## config.mk

```make
export PLATFORM = sky130hd
export DESIGN_NAME = pipeline_credit_sink
export DESIGN_NICKNAME = d
export VERILOG_FILES = /design/src/rtl/pipeline_credit_sink.sv
export SDC_FILE = /design/constraint.sdc
export NUM_CORES = 1
export LEC_CHECK = 0
export ABC_AREA = 1
export CORE_ASPECT_RATIO = 1.1
export CORE_MARGIN = 1
export CORE_UTILIZATION = 40
export DETAILED_ROUTE_END_ITERATION = 10
export DONT_BUFFER_PORTS = 1
export REMOVE_ABC_BUFFERS = 1
export SLEW_MARGIN = 10
export SYNTH_ARGS = -nofsm -noshare
export SYNTH_HDL_FRONTEND = slang
export SYNTH_SLANG_ARGS = --single-unit
```

## constraint.sdc

```tcl
create_clock -name clk -period 5.43 [get_ports clk]
set_clock_uncertainty 0.15 [all_clocks]
set_input_delay 1.086 -clock clk [delete_from_list [all_inputs] [get_ports clk]]
set_output_delay 1.086 -clock clk [all_outputs]
set_load 0.05 [all_outputs]
```

## src/rtl/pipeline_credit_sink.sv

```systemverilog
// Generic circular FIFO used by the credit sink.
// Latency: a write is readable the cycle after it is accepted; no fall-through path.
// Backpressure: wr_rdy drops only when full with no read in the same cycle.
//
// Ports: clk/rst_n; wr_vld/wr_dat/wr_rdy write side; rd_vld/rd_rdy/rd_dat read side;
//        count = entries currently stored.
module sync_fifo #(
  parameter int DW    = 32,
  parameter int DEPTH = 4,
  parameter int CW    = $clog2(DEPTH + 1)
) (
  input  logic          clk,
  input  logic          rst_n,
  input  logic          wr_vld,
  input  logic [DW-1:0] wr_dat,
  output logic          wr_rdy,
  output logic          rd_vld,
  input  logic          rd_rdy,
  output logic [DW-1:0] rd_dat,
  output logic [CW-1:0] count
);

  localparam int PW = (DEPTH > 1) ? $clog2(DEPTH) : 1;

  logic [DW-1:0] mem [DEPTH];
  logic [PW-1:0] wptr;
  logic [PW-1:0] rptr;
  logic [CW-1:0] count_nxt;
  logic          wr_fire;
  logic          rd_fire;
  logic          full;

  // Pointers wrap explicitly so DEPTH does not have to be a power of two.
  function automatic logic [PW-1:0] ptr_inc(input logic [PW-1:0] p);
    return (p == PW'(DEPTH - 1)) ? '0 : p + PW'(1);
  endfunction

  assign full    = (count == CW'(DEPTH));
  assign rd_vld  = (count != '0);
  assign rd_fire = rd_vld && rd_rdy;
  // A read in the same cycle frees the slot, so a full FIFO can still accept.
  assign wr_rdy  = !full || rd_fire;
  assign wr_fire = wr_vld && wr_rdy;
  assign rd_dat  = mem[rptr];

  always_comb begin
    count_nxt = count;
    if (wr_fire && !rd_fire) begin
      count_nxt = count + CW'(1);
    end else if (!wr_fire && rd_fire) begin
      count_nxt = count - CW'(1);
    end
  end

  always_ff @(posedge clk or negedge rst_n) begin
    if (!rst_n) begin
      wptr  <= '0;
      rptr  <= '0;
      count <= '0;
    end else begin
      if (wr_fire) wptr <= ptr_inc(wptr);
      if (rd_fire) rptr <= ptr_inc(rptr);
      count <= count_nxt;
    end
  end

  // Storage carries no reset; rd_dat is only meaningful while rd_vld is high.
  always_ff @(posedge clk) begin
    if (wr_fire) mem[wptr] <= wr_dat;
  end

endmodule

// Receive endpoint of a fixed-latency non-stallable pipeline, credit-gating the issuer.
// Latency: beat on pipe_valid in cycle t is presented on out_valid/out_data in cycle t+1.
// Backpressure: out_ready stalls only the FIFO; credits return on pop so pipe_valid never stalls.
//
// Ports: issue_valid/issue_ready  upstream launch handshake (ready = credit available)
//        pipe_valid/pipe_data     beat leaving the external pipeline (never gated)
//        out_valid/out_ready/out_data  downstream valid/ready stream (FIFO head)
//        occupancy/credits        live counters; overflow_err sticky drop indicator
module pipeline_credit_sink #(
  parameter int DW    = 32,
  parameter int DEPTH = 4,
  parameter int CW    = $clog2(DEPTH + 1)
) (
  input  logic          clk,
  input  logic          rst_n,
  input  logic          issue_valid,
  output logic          issue_ready,
  input  logic          pipe_valid,
  input  logic [DW-1:0] pipe_data,
  output logic          out_valid,
  input  logic          out_ready,
  output logic [DW-1:0] out_data,
  output logic [CW-1:0] occupancy,
  output logic [CW-1:0] credits,
  output logic          overflow_err
);

  logic          issue_fire;
  logic          pop;
  logic          fifo_wr_rdy;
  logic [CW-1:0] credits_nxt;

  sync_fifo #(
    .DW    (DW),
    .DEPTH (DEPTH),
    .CW    (CW)
  ) u_fifo (
    .clk    (clk),
    .rst_n  (rst_n),
    .wr_vld (pipe_valid),
    .wr_dat (pipe_data),
    .wr_rdy (fifo_wr_rdy),
    .rd_vld (out_valid),
    .rd_rdy (out_ready),
    .rd_dat (out_data),
    .count  (occupancy)
  );

  assign issue_ready = (credits != '0);
  assign issue_fire  = issue_valid && issue_ready;
  assign pop         = out_valid && out_ready;

  // Credit returns on pop. The cap at DEPTH only matters if the issuer has
  // pushed beats it held no credit for; a legal issuer never reaches it.
  always_comb begin
    credits_nxt = credits;
    if (issue_fire && !pop) begin
      credits_nxt = credits - CW'(1);
    end else if (!issue_fire && pop && (credits != CW'(DEPTH))) begin
      credits_nxt = credits + CW'(1);
    end
  end

  always_ff @(posedge clk or negedge rst_n) begin
    if (!rst_n) begin
      credits      <= CW'(DEPTH);
      overflow_err <= 1'b0;
    end else begin
      credits <= credits_nxt;
      // A beat the FIFO cannot take is lost; remember it until reset.
      if (pipe_valid && !fifo_wr_rdy) overflow_err <= 1'b1;
    end
  end

endmodule

```

==> impl_results.md <==
* GRT Util Overall at 15.7%
* Metal3 WL at 622 um
* Critical Path Sink Type: primary output
* Seq/Total Area, Yosys at 75.8%
* Synthesis-stage register bit count at 139
* CTS sink cnt at 139
* H-tree levels at 4
* Fin. max-slew vios at 0
* Hold_ws at 0.221 ns
* I/O pins at 78
* Vias in the first global route at 3060
* Buffers added on ports at 0
* Commonest non-fill, non-tap cell in the layout: edfxtp_1
* Final wirelength at 10.4 mm
* DRT iter0 DRCs at 212
* Util after Layout at 48.2%
* Post_cts resized at 0
* WP data required at 4.19 ns
* RSZ-0062 raised after global routing: false
* Final GP Congestion at 0.695
* Initial antenna violation count at 0
* Final setup violation count at 0
* Crit-path max FO at 65
* Post-CTS setup buffers at 0
* First-pass GRT wire length at 16.3 mm
* DR vias/cell at 5.19
* GRT overflow at 0
* Crit Path Class: flip-flop to primary output
* Number of nets in the layout at 469
* Tightest Pin Transition at 1.12 ns
* Synth Instances at 390
* Syn avg cell area at 13.9 sq um
* DR vias at 3105
* Most frequent cells in the layout: 128 x edfxtp_1, 66 x nor2_1, 49 x o21ai_0, 35 x buf_4, 32 x o22ai_1
* Num CTS Buffers at 17
* Worst hold path type: primary input to asynchronous set/reset pin
* Pin count of the biggest net entering global routing at 67
* DP Worst Slack at 2.34 ns
* Core box area at 13200 sq um
* CP arrival at 2.26 ns
* Maxcap violations at 0
* TritonCTS clock tree: built
* # DRC at 0
* Syn-to-layout area delta at 17.2%
* Clk_lat worst skew at 0.40 ns
* Clock buffer depth at 2
* Post-Syn Area at 5440 sq um
* Clock-pin transition on the worst setup and hold timing paths at 0.06 ns
* Status: finished clean
* Setup TNS at 0 ns
* Highest Signal Layer: met4
* Ys Warns at 0
* Hold Vio Cnt, Final at 0
* Hold-fix buffer count after cts at 0
* HPWL after detailed placement at 5.60 mm
* Final period util at 64.4%
* Worst Setup Start Kind: flip-flop
* Post-layout min period at 3.50 ns
* Die area at 14100 sq um
* Avg WL per Cell at 17.4 um
* Row Count at 44
* Pre-antenna DRT Iters at 4
* Die width at 113 um
* R2R cell count at 8
* Synth unique cells at 26
* Met2 routed WL at 5.21 mm
* Slew margin rel. at 24.9%
* Die H at 124 um
* Post-DRT Antenna Nets at 0
* Max Freq at 286 MHz
* Root buf cell: clkbuf_16
* Starting Density at 41.1%
* Met1 WL at 4.48 mm
* Setup slack after layout at 1.93 ns
* Fraction of layout cells with a size suffix above 1 at 19.0%
* N_diodes at 0
==> layer usage <==
metal / vias up / GRT usage, %
met2: 83 / 25.4
met5: - / 0
met4: 0 / 4.88
met1: 1519 / 19.4
met3: 8 / 5.89
li1: 1495 / -
==> worst paths after layout <==
kind | start | endpoint | slack (ns)
setup / recovery | u_fifo.rptr[0] | out_data[10] | 1.93
max in group asynchronous | rst_n | credits[2] | 4.74
setup reg to reg | u_fifo.count[0] | u_fifo.count[1] | 2.81
min in group clk | credits[2] | credits[2] | 0.46
hold reg to reg | credits[2] | credits[2] | 0.46
hold / removal | rst_n | credits[0] | 0.22
==> sequential cells by signal, indices dropped and copies added, names as in the netlist <==
register	flops
u_fifo.mem	128
u_fifo.rptr	2
credits	3
u_fifo.count	3
u_fifo.wptr	2
overflow_err	1
==> logic make-up after synthesis <==
| kind of cell | share of synthesized area (%) |
|---|---|
| AOI/OAI and AO/OA | 10.8 |
| xor gates and xnor gates | 0.322 |
| adders and majority gates | 2.12 |
| buffers and inverters | 3.71 |
| DFF | 75.8 |
| muxes | 0.207 |
| and+or+nand+nor | 7.00 |
==> cell type report <==
class                           count  area [sq um]
Clock buffer                       17           425
Clock inverter                     15           143
Fill cell                        1140          6840
Inverter                           19          71.3
Multi-Input combinational cell    212          1140
Sequential cell                   139          4120
Tap cell                          161           201
Timing Repair Buffer               35           263
==> metrics by stage <==
| stage | cell area, sq um | instances |
|---|---|---|
| finish | 6370 | 598 |
| detailed placement | 5800 | 566 |
| CTS | 6370 | 598 |
| global route | 6370 | 598 |
| global placement | 5800 | 566 |
| floorplan | 5310 | 370 |
==> Yosys cell counts (all sizes together) <==
cell    number  area share [%]
nand3        4            0.46
mux2         1            0.21
buf         12             1.8
o21bai       1            0.14
a21oi        3            0.48
o21ai       71             6.5
xor2         1            0.16
nor2        71             5.0
o22ai       32             3.7
clkbuf       8            0.55
dfrtp       10             4.6
dfstp        1            0.48
edfxtp     128              71
xnor2        1            0.16
ha           6             1.4
fa           2            0.74
nand2       19             1.5
inv         19             1.3
==> worst max-delay path, cell delays in order, from the launching register on <==
cell and delay, ns:
dfrtp_2 0.40, inv_2 0.79, o21ai_0 0.19, o22ai_1 0.19
buf_4 0.23
Power is not shown: default switching activity piles up to over one toggle a cycle in this logic, so the estimate is an artifact.
